==> config.mk <==
export PLATFORM = sky130hd
export DESIGN_NAME = bsg_sdi_tx
export DESIGN_NICKNAME = d
export VERILOG_FILES = /design/src/rtl/bsg_sdi_tx_pkg.sv /design/src/rtl/bsg_sdi_tx_token_sync.sv /design/src/rtl/bsg_sdi_tx.sv
export SDC_FILE = /design/constraint.sdc
export NUM_CORES = 1
export LEC_CHECK = 0
export ABC_AREA = 1
export CORE_MARGIN = 2
export CORE_UTILIZATION = 38
export DETAILED_ROUTE_END_ITERATION = 12
export GPL_TIMING_DRIVEN = 0
export SLEW_MARGIN = 20
export SYNTH_ARGS = -nofsm -noshare
export SYNTH_HDL_FRONTEND = slang
export SYNTH_SLANG_ARGS = --single-unit
==> constraint.sdc <==
create_clock -name core_clk_i -period 3.8 [get_ports core_clk_i]
set_input_delay 0.57 -clock core_clk_i [delete_from_list [all_inputs] [get_ports core_clk_i]]
set_output_delay 0.57 -clock core_clk_i [all_outputs]
set_load 0.03 [all_outputs]
==> src/rtl/bsg_sdi_tx_pkg.sv <==
// Shared constants for the source-synchronous SDI transmitter: default geometry and FSM state codes.
package bsg_sdi_tx_pkg;

    localparam int packet_width_def_lp     = 80;
    localparam int channel_width_def_lp    = 8;
    localparam int credits_def_lp          = 16;
    localparam int token_decimation_def_lp = 4;

    typedef logic [1:0] state_t;

    localparam state_t state_idle_lp  = 2'd0;
    localparam state_t state_send_lp  = 2'd1;
    localparam state_t state_stall_lp = 2'd2;

endpackage

==> src/rtl/bsg_sdi_tx_token_sync.sv <==
// Two-flop synchronizer on the receiver's credit toggle line; emits a 1-cycle pulse per edge of either polarity.
module bsg_sdi_tx_token_sync (
    input  logic clk_i,
    input  logic rst_i,
    input  logic toggle_i,
    output logic pulse_o
);

    logic sync1_q, sync2_q, last_q;

    always_ff @(posedge clk_i or posedge rst_i) begin
        if (rst_i) begin
            sync1_q <= 1'b0;
            sync2_q <= 1'b0;
            last_q  <= 1'b0;
        end else begin
            sync1_q <= toggle_i;
            sync2_q <= sync1_q;
            last_q  <= sync2_q;
        end
    end

    assign pulse_o = sync2_q ^ last_q;

endmodule

==> src/rtl/bsg_sdi_tx.sv <==
// Credit-based packet serializer onto a source-synchronous line.
// Optional macro BSG_SDI_TX_IDLE_CLK_GATE_EN: line clock toggles only while beats are driven.
//
//  state | meaning
//  IDLE  | no packet held, ready for a new one
//  SEND  | packet held, driving one beat per cycle
//  STALL | packet held, waiting for credits
module bsg_sdi_tx
    import bsg_sdi_tx_pkg::*;
    #(parameter int packet_width_p     = packet_width_def_lp,
      parameter int channel_width_p    = channel_width_def_lp,
      parameter int credits_p          = credits_def_lp,
      parameter int token_decimation_p = token_decimation_def_lp)
    (
    input  logic                       core_clk_i,
    input  logic                       async_reset_i,
    input  logic [packet_width_p-1:0]  data_i,
    input  logic                       v_i,
    output logic                       ready_o,
    output logic                       clk_tline_o,
    output logic                       valid_tline_o,
    output logic [channel_width_p-1:0] data_tline_o,
    input  logic                       token_clk_tline_i,
    output logic                       credit_err_o
);

    localparam int beats_lp    = packet_width_p / channel_width_p;
    localparam int beat_w_lp   = (beats_lp > 1) ? $clog2(beats_lp) : 1;
    localparam int credit_w_lp = $clog2(credits_p + 1);

    state_t                     state_q, state_d;
    logic [packet_width_p-1:0]  shift_q, shift_d;
    logic [beat_w_lp-1:0]       beat_q, beat_d;
    logic [credit_w_lp-1:0]     credits_q, credits_d;
    logic [channel_width_p-1:0] data_q, data_d;
    logic                       ready_q, ready_d;
    logic                       valid_q, valid_d;
    logic                       clk_q, clk_d;
    logic                       err_q, err_d;
    logic                       token_pulse, busy, emit, last_beat, accept;
    logic [31:0]                credit_sum;

    bsg_sdi_tx_token_sync token_sync (
        .clk_i   (core_clk_i),
        .rst_i   (async_reset_i),
        .toggle_i(token_clk_tline_i),
        .pulse_o (token_pulse)
    );

    // A credit returning this cycle may be spent this cycle, so a stall never waits on the counter register.
    assign busy      = (state_q == state_send_lp) || (state_q == state_stall_lp);
    assign emit      = busy && ((credits_q != '0) || token_pulse);
    assign last_beat = (beat_q == beat_w_lp'(beats_lp - 1));
    assign ready_o   = ready_q || (emit && last_beat);
    assign accept    = v_i && ready_o;

    assign credit_sum = 32'(credits_q)
                      + (token_pulse ? 32'(token_decimation_p) : 32'd0)
                      - (emit ? 32'd1 : 32'd0);

    always_comb begin
        credits_d = credit_sum[credit_w_lp-1:0];
        err_d     = err_q;
        if (credit_sum > 32'(credits_p)) begin
            credits_d = credit_w_lp'(credits_p);
            err_d     = 1'b1;
        end
    end

    always_comb begin
        state_d = state_q;
        shift_d = shift_q;
        beat_d  = beat_q;
        data_d  = data_q;
        valid_d = 1'b0;
        case (state_q)
            state_idle_lp: begin
                if (accept) begin
                    shift_d = data_i;
                    beat_d  = '0;
                    state_d = state_send_lp;
                end
            end
            state_send_lp, state_stall_lp: begin
                if (emit) begin
                    valid_d = 1'b1;
                    data_d  = shift_q[channel_width_p-1:0];
                    shift_d = shift_q >> channel_width_p;
                    beat_d  = beat_q + 1'b1;
                    state_d = state_send_lp;
                    if (last_beat) begin
                        beat_d  = '0;
                        state_d = state_idle_lp;
                        if (accept) begin
                            shift_d = data_i;
                            state_d = state_send_lp;
                        end
                    end
                end else begin
                    state_d = state_stall_lp;
                end
            end
            default: state_d = state_idle_lp;
        endcase
        ready_d = (state_d == state_idle_lp);
    end

`ifdef BSG_SDI_TX_IDLE_CLK_GATE_EN
    assign clk_d = clk_q ^ emit;
`else
    assign clk_d = ~clk_q;
`endif

    always_ff @(posedge core_clk_i or posedge async_reset_i) begin
        if (async_reset_i) begin
            state_q   <= state_idle_lp;
            shift_q   <= '0;
            beat_q    <= '0;
            credits_q <= credit_w_lp'(credits_p);
            data_q    <= '0;
            ready_q   <= 1'b0;
            valid_q   <= 1'b0;
            clk_q     <= 1'b0;
            err_q     <= 1'b0;
        end else begin
            state_q   <= state_d;
            shift_q   <= shift_d;
            beat_q    <= beat_d;
            credits_q <= credits_d;
            data_q    <= data_d;
            ready_q   <= ready_d;
            valid_q   <= valid_d;
            clk_q     <= clk_d;
            err_q     <= err_d;
        end
    end

    assign clk_tline_o   = clk_q;
    assign valid_tline_o = valid_q;
    assign data_tline_o  = data_q;
    assign credit_err_o  = err_q;

endmodule

==> results of run 1 <==
[state kept, by name, summed over array words and instances (netlist names)]
name and cells:
beat_q 4, clk_tline_o 1, credit_err_o 1, credits_q 5, data_tline_o 8, ready_q 1
shift_q 80, state_q 2, token_sync.last_q 1, token_sync.sync1_q 1, token_sync.sync2_q 1, valid_tline_o 1
[path summary, 6_finish.rpt]
kind	from	to	slack, ns	depth (start not counted)
max	state_q[0]	credit_err_o	0.61	15
min	token_sync.sync1_q	token_sync.sync2_q	0.36	0
max reg2reg	state_q[0]	credit_err_o	0.61	15
min reg2reg	token_sync.sync1_q	token_sync.sync2_q	0.36	0
max in group asynchronous	async_reset_i	shift_q[78]	2.53	3
min in group asynchronous	async_reset_i	ready_q	0.61	2
[area by class of cell]
class / instances / area (um2) / area share [%]
buffer: 41 / 250.2 / 3.408
clock buffer: 11 / 242.7 / 3.306
clock inverter: 5 / 53.80 / 0.7328
inverter: 170 / 645.6 / 8.793
multi-input combinational: 487 / 2282 / 31.08
sequential: 106 / 2654 / 36.15
tap: 188 / 235.2 / 3.204
timing repair buffer: 96 / 978.4 / 13.33
[cell families after synthesis]
family | after synthesis | share of synthesized area, %
adder cells (fa/ha/maj) | 12 | 2.706
flip-flops | 106 | 45.54
XOR/XNOR | 4 | 0.6012
buffers and inverters | 211 | 15.29
AND/OR/NAND/NOR | 460 | 34.87
AO/OA/AOI/OAI | 11 | 0.9878
[worst reg2reg max path, delay by kind of cell (launching register included)]
kind	cells	cell delay (ns)
fa+ha+maj	4	1.01
compound gates	1	0.24
buf+inv	6	0.59
xor+xnor	1	0.23
flops	1	0.36
simple gates	3	0.65
[where the power goes]
group	switching, mW	leakage [nW]	internal (mW)
combinational	2.44	2.68	1.36
sequential	0.239	1.34	1.64
clock	0.429	0.149	0.528
[layout by cell type (no fill, tap or decap), drive strengths merged]
master / synthesis / final
buf: 40 / 41
nand3: 153 / 153
dfrtp: 105 / 105
inv: 169 / 169
dfstp: 1 / 1
nor2: 11 / 11
clkbuf: 1 / 12
o21bai: 1 / 1
clkdlybuf4s50: 0 / 95
nand3b: 1 / 1
fa: 1 / 1
nand2: 292 / 292
nor4: 1 / 1
bufinv: 0 / 1
o21ai: 6 / 6
ha: 11 / 11
a21oi: 4 / 4
or2: 1 / 1
xor2: 4 / 4
clkinv: 1 / 5
nand4: 1 / 1
[per-layer routing]
layer,track usage [%],share of wire (%),vias up
met5,0,0,-
met4,3.685,0.84,0
met3,4.382,4.0,8
met2,29.85,46,85
met1,25.22,49,2229
li1,-,-,2611
[through the flow]
step,worst slack [ns],power [mW],std cells,setup TNS (ns)
2_1_floorplan,0.4428,4.695,804,0
3_3_place_gp,-1.347,5.697,1087,-140.99
3_5_place_dp,0.6600,5.733,1088,0
4_1_cts,0.6287,6.718,1104,0
5_1_grt,0.3751,7.331,1104,0
6_report,0.6096,6.639,1104,0
==> metrics.csv, run 1 <==
metric;value;unit
hold_violations;0;
setup_violations;0;
ir_worst_vdd;352.6;uV
finalClockSkew;0.008836;ns
status;completed;
cpMostUsedCell;inv_1;
antennaDiodeCount;0;
slew_headroom;69.26;%
finalCritPeriodShare;83.96;%
vias_per_cell;4.468;
cts_tree;built;
grt_start_max_net_pins;63;
worstSetupStartpointType;flip-flop;
ios;96;
hpwl;9919;um
antenna_found_initial;0;
cp_slowest_cell;fa_1;
areaGrowthSynthToFinish;26.00;%
core_area;15090;um2
tightest_slew;0.4611;ns
io_buffers;95;
post_cts_resized;0;
core.rowCount;45;
ys_types;27;
synth_common_cells;nand2_1, inv_1, nand3_1;
grt_usage;18.37;%
gp_congestion;0.7941;
root_buffer;clkbuf_16;
cts.reportedPaths.clkPinSlew;0.07;ns
arrival;3.42;ns
fin_area;7342;um2
cts_setup_buffers;0;
fin_hold_ws;0.3589;ns
ys_async_sr_fraction;100.0;%
postRouteAntennaNets;0;
path_max_fanout;10;
path_buf_inv;6;
syn_area_per_cell;7.247;um2
netlist_area;5827;um2
cts_buffers;9;
synthFlopType;dfrtp_1;
synth_edf_count;0;
yosysMostFrequentCell;nand2_1;
clkLatencyLatePin;0.35;ns
criticalPathCategory;reg -> reg;
crit_path_cell_trace;inv_1 > ha_1 > buf_2 > nand2_1 > buf_4 > inv_1 > ha_1 > inv_1 > ha_1 > inv_1 > fa_1 > o21ai_0 > xor2_1 > nand3_1 > or2_2;
placed_cell_area;7046;um2
rsz0062_at_grt;no;
critPathTopFamily;adder cells;
cellPowerDensity;904.3;nW/um2
endpoint_kind;flip-flop;
die_y;127.8;um
syn_inst;804;
finalMaxSlewViolations;0;
synth_nets;900;
grt_first_pass_wirelength;23740;um
drv_cap;0;
critPathMaxStageDelay;0.40;ns
drtPass1Iterations;5;
cts_sinks;106;
grt_overflow;0;
yosysTopAreaCell;dfrtp_1;
final_util;48.66;%
grt_pass1_vias;4933;
clock_path_buffers;2;
ys_warn_count;0;
synthTopCellsByArea;dfrtp_1, nand2_1, nand3_1;
fin_nets;1007;
dieArea;16340;um2
h-tree-depth;3;
routedWlPerCell;12.58;um
required;4.03;ns
seq_area_frac_synth;45.54;%
routed_wirelength;13890;um
vias;4933;
hp-class;reg -> reg;
drive_above_1_share;9.061;%
dieWidth;127.8;um
power_leakage;4.168;nW
fin_crit;3.190;ns
drt_iter0_markers;310;
holdBufCountCts;0;
ys_ff_latch;106;
start_util;38.62;%
yosysTopAreaCellShare;45.09;%
fill_cells;1569;
drc;0;
clock.fmax;313.4;MHz
Note: power is estimated with default switching activity, not from simulation.
==> run 2: changes to the inputs <==
clock period = 2.9 ns   (was 3.8 ns; I/O delays follow)
==> metrics.csv, run 2 (synthesis gave the netlist of run 1 again) <==
metric;value;unit;change
status;completed;;
drive_above_1_share;10.58;%;+1.5 points
dieArea;16340;um2;unchanged
final_cells;1114;;+0.91%
antenna_found_initial;0;;unchanged
core.rowCount;45;;unchanged
hpwl;10250;um;+3.3%
grt_first_pass_wirelength;23960;um;+0.96%
criticalPathCategory;reg -> reg;;
drtPass1Iterations;5;;unchanged
path_max_fanout;5;;-5
slew_headroom;67.34;%;-1.9 points
routed_wirelength;14150;um;+1.9%
finalClockSkew;0.008128;ns;-0.0007078 ns
start_util;38.62;%;unchanged
antennaDiodeCount;0;;unchanged
final_common_cell;nand2_1;;
grt_pass1_vias;4960;;+0.55%
layout_common_cells;nand2_1, inv_1, nand3_1, dfrtp_1, clkdlybuf4s50_1;;
die_y;127.8;um;unchanged
fill_cells;1580;;+0.70%
cts_tree;built;;
clkLatencyLatePin;0.36;ns;about the same
areaGrowthSynthToFinish;28.19;%;
grt_usage;18.58;%;+0.21 points
routedWlPerCell;12.70;um;+0.94%
ir_worst_vdd;515.6;uV;+46%
core_area;15090;um2;unchanged
drt_iter0_markers;398;;+28%
largest_reg_flops;80;;unchanged
tightest_slew;0.4900;ns;+0.02881 ns
fin_nets;1017;;+0.99%
postRouteAntennaNets;0;;unchanged
grt_start_max_net_pins;31;;-51%
cellPowerDensity;1179;nW/um2;+30%
h-tree-depth;3;;unchanged
root_buffer;clkbuf_16;;
dieWidth;127.8;um;unchanged
cts.reportedPaths.clkPinSlew;0.07;ns;about the same
grt_overflow;0;;unchanged
cts_sinks;106;;unchanged
power_leakage;4.218;nW;+1.2%
finalMaxSlewViolations;0;;unchanged
max_flop_register;shift_q;;
endpoint_kind;flip-flop;;
gp_congestion;0.7928;;-0.16%
final_util;49.50;%;+0.85 points
drc;0;;unchanged
vias_per_cell;4.557;;+2.0%
setup_violations;0;;unchanged
worstSetupStartpointType;flip-flop;;
hp-class;reg -> reg;;
clock_path_buffers;2;;unchanged
hold_violations;0;;unchanged
placed_cells;1091;;+0.28%
clock.fmax;358.9;MHz;+14%
ios;96;;unchanged
arrival;3.03;ns;-0.39 ns
vias;5076;;+2.9%
fin_crit;2.786;ns;-0.4040 ns
cts_buffers;9;;unchanged
finalCritPeriodShare;96.08;%;+12 points
io_buffers;95;;unchanged
drv_cap;0;;unchanged
required;3.14;ns;-0.89 ns
==> run 2: critical path, cell delays in order, from the launching register on <==
cell and delay [ns]:
dfrtp_1 0.37, inv_1 0.06, ha_1 0.30, buf_6 0.14, nand2_4 0.07, buf_6 0.09, inv_1 0.03, ha_1 0.17
inv_1 0.06, ha_2 0.16, inv_1 0.06, fa_2 0.42, xor2_2 0.17, nand3_1 0.09, o21ai_1 0.16, nand3_2 0.10
or2_4 0.23
==> run 2: stage by stage <==
stage / worst slack (ns) / instance area (um2) / total power [mW] / TNS, ns / hold WS [ns]
4_1_cts: 0.006329 / 7402 / 8.769 / 0 / 0.3529
6_report: 0.1135 / 7470 / 8.805 / 0 / 0.3514
2_1_floorplan: 0.09965 / 5831 / 6.153 / 0 / 0.3312
3_5_place_dp: -0.1799 / 7112 / 7.524 / -0.1799 / 0.3356
3_3_place_gp: -0.2198 / 7017 / 7.467 / -0.3923 / 0.3332
5_1_grt: -0.02521 / 7470 / 9.752 / -0.06067 / 0.3630
==> run 2: timing repair <==
action                     in CTS  in global routing
setup endpoints to repair       1                  5
hold buffers                    0                  0
buffers inserted                2                  5
gates cloned                    0                  0
gates resized for setup         5                  9
pin swaps                       3                  6
==> run 2: cell type report <==
type	count	area [um2]	share of cell area [%]
repair buffers	106	1099	14.71
clock buffers	11	232.7	3.116
flip-flops and latches	106	2654	35.53
well taps	188	235.2	3.149
inverters	170	644.4	8.626
plain buffers	41	260.3	3.484
multi-input cells	487	2313	30.97
clock inverters	5	31.28	0.4188
==> run 2: metal layers <==
| metal | global-route usage [%] | vias to the layer above | part of all wire, % | wire, um |
|---|---|---|---|---|
| li1 | - | 2632 | - | - |
| met1 | 24.43 | 2305 | 46 | 6522 |
| met2 | 31.33 | 124 | 47 | 6703 |
| met3 | 4.508 | 15 | 5.4 | 764 |
| met4 | 3.878 | 0 | 1.1 | 155 |
| met5 | 0 | - | 0 | 0 |
==> run 2: worst paths after layout <==
check,from,to,slack (ns),cells after the start
worst max register to register,state_q[1],credit_err_o,0.11,16
min in group asynchronous,async_reset_i,token_sync.sync1_q,0.43,2
max in group asynchronous,async_reset_i,shift_q[75],1.77,4
worst max-delay path,state_q[1],credit_err_o,0.11,16
worst min-delay path,token_sync.sync1_q,token_sync.sync2_q,0.35,0
worst min register to register,token_sync.sync1_q,token_sync.sync2_q,0.35,0
==> run 2: power by group <==
| group | internal (mW) | total, mW | switching (mW) | leakage, nW |
|---|---|---|---|---|
| Sequential | 2.15 | 2.47 | 0.314 | 1.34 |
| Combinational | 1.94 | 5.20 | 3.26 | 2.75 |
| Clock | 0.581 | 1.14 | 0.560 | 0.129 |
| Total | 4.67 | 8.80 | 4.14 | 4.22 |
==> run 3: changes to the inputs <==
CTS_BUF_LIST = sky130_fd_sc_hd__clkbuf_4   (was unset)
MAX_ROUTING_LAYER = met4   (was unset)
==> metrics.csv, run 3 (synthesis gave the netlist of run 1 again) <==
metric;value;unit;change
required;3.27;ns;+0.13 ns
grt_usage;18.90;%;+0.31 points
endpoint_kind;flip-flop;;
drc;0;;unchanged
finalMaxSlewViolations;0;;unchanged
hp-class;in -> async;;
hold_violations;0;;unchanged
cts_sinks;106;;unchanged
fin_nets;1015;;-0.20%
status;completed;;
areaGrowthSynthToFinish;25.34;%;
vias;5033;;-0.85%
drtPass1Iterations;4;;-1
power_leakage;4.142;nW;-1.8%
fin_area;7303;um2;-2.2%
gp_congestion;0.8040;;+1.4%
die_y;127.8;um;unchanged
grt_start_max_net_pins;31;;unchanged
dp_worst_setup_slack;-0.1799;ns;unchanged
drv_cap;0;;unchanged
clkLatencyLatePin;0.48;ns;+0.12 ns
clock_path_buffers;2;;unchanged
critPathMaxStageDelay;0.43;ns;about the same
root_buffer;clkbuf_4;;
arrival;3.10;ns;+0.07 ns
cts_buffers;9;;unchanged
placed_cell_area;7112;um2;unchanged
dieArea;16340;um2;unchanged
vias_per_cell;4.526;;-0.67%
ios;96;;unchanged
routed_wirelength;13970;um;-1.2%
hpwl;10250;um;unchanged
cp_slowest_cell;dfrtp_1;;
slew_headroom;67.30;%;about the same
h-tree-depth;3;;unchanged
layout_common_cells;nand2_1, inv_1, nand3_1, dfrtp_1, clkdlybuf4s50_1;;
worstSetupStartpointType;flip-flop;;
drt_iter0_markers;341;;-14%
final_common_cell;nand2_1;;
path_max_fanout;10;;+5
core_area;15090;um2;unchanged
largest_reg_flops;80;;unchanged
drive_above_1_share;10.71;%;+0.13 points
io_buffers;95;;unchanged
p_total;8.312;mW;-5.6%
crit_path_cell_trace;nor2_1 > nand3_2 > nand2_2 > buf_6 > inv_1 > ha_1 > inv_1 > ha_1 > inv_1 > fa_2 > xor2_2 > nand3_1 > o21ai_1 > nand3_2 > or2_2;;
max_flop_register;shift_q;;
criticalPathCategory;reg -> reg;;
finalCritPeriodShare;93.87;%;-2.2 points
cellPowerDensity;1138;nW/um2;-3.4%
antennaDiodeCount;0;;unchanged
antenna_found_initial;0;;unchanged
cts_tree;built;;
setup_violations;0;;unchanged
ir_worst_vdd;514.3;uV;-0.25%
postRouteAntennaNets;0;;unchanged
grt_pass1_vias;4921;;-0.79%
finalClockSkew;0.01656;ns;+0.008436 ns
holdBufCountCts;0;;unchanged
cpMostUsedCell;inv_1;;
setup_slack;0.1778;ns;+0.06429 ns
clock.fmax;367.4;MHz;+2.4%
core.rowCount;45;;unchanged
cts.reportedPaths.clkPinSlew;0.16;ns;+0.09 ns
start_util;38.62;%;unchanged
tightest_slew;0.4905;ns;+0.0005001 ns
routedWlPerCell;12.56;um;-1.1%
grt_overflow;0;;unchanged
dieWidth;127.8;um;unchanged
grt_first_pass_wirelength;23780;um;-0.78%
fin_crit;2.722;ns;-0.06429 ns
run 3: changes by cell type in the layout (fill, tap and decap cells not counted):
| cell | previous run | this run |
|---|---|---|
| clkbuf_4 | 0 | 11 |
| clkbuf_16 | 9 | 0 |
| clkbuf_1 | 3 | 1 |
| buf_4 | 12 | 11 |
| buf_6 | 7 | 6 |
| ha_2 | 1 | 0 |
| ha_4 | 0 | 1 |
| inv_1 | 165 | 164 |
| inv_2 | 2 | 3 |
| nand2_2 | 3 | 4 |
| nand2_4 | 5 | 4 |
| or2_2 | 0 | 1 |
| or2_4 | 1 | 0 |
run 3: metrics by stage:
step	setup TNS [ns]	util, %	hold slack (ns)	instances
CTS	0	48.14	0.2688	1110
global route	-0.02222	48.40	0.2743	1112
global placement	-0.3923	46.50	0.3332	1087
finish	0	48.40	0.2959	1112
floorplan	0	-	0.3312	804
detailed placement	-0.1799	47.13	0.3356	1091
run 3: critical path: cells and delay by family, from the launching register on:
kind	cells	cell delay, ns
and+or+nand+nor	6	0.87
adders and majority gates	3	0.69
DFF	1	0.43
buffers and inverters	4	0.30
xor gates and xnor gates	1	0.17
AOI/OAI and AO/OA	1	0.17
run 3: final cells by class:
type | instances | area, um2
fill | 1601 | 7786
sequential | 106 | 2654
multi-input combinational | 487 | 2316
timing repair buffer | 105 | 1091
inverter | 170 | 644.4
buffer | 40 | 249.0
tap | 188 | 235.2
clock buffer | 11 | 82.58
clock inverter | 5 | 31.28
run 3: worst paths after layout:
path                       slack [ns]                 end  cells after the start                from
min                              0.30  token_sync.sync1_q                      2       async_reset_i
max reg2reg                      0.18        credit_err_o                     15        credits_q[3]
max                              0.18        credit_err_o                     15        credits_q[3]
min reg2reg                      0.37  token_sync.sync2_q                      0  token_sync.sync1_q
max in group asynchronous        1.90         shift_q[76]                      4       async_reset_i
min in group core_clk_i          0.37  token_sync.sync2_q                      0  token_sync.sync1_q
run 3: layer usage:
metal	part of all wire, %	track usage (%)
met3	4.4	3.464
met2	47	31.14
met1	47	24.49
met5	0	-
met4	1.1	4.072
run 3: repair_timing:
item,4_1_cts,5_1_grt
gates resized for setup,6,5
setup buffers,4,2
setup endpoints to repair,2,5
pin swaps,4,1
run 3: power breakdown:
group	internal (mW)	switching, mW	leakage, nW
sequential	2.14	0.315	1.34
clock	0.194	0.500	0.0666
combinational	1.91	3.25	2.74
total	4.25	4.06	4.14
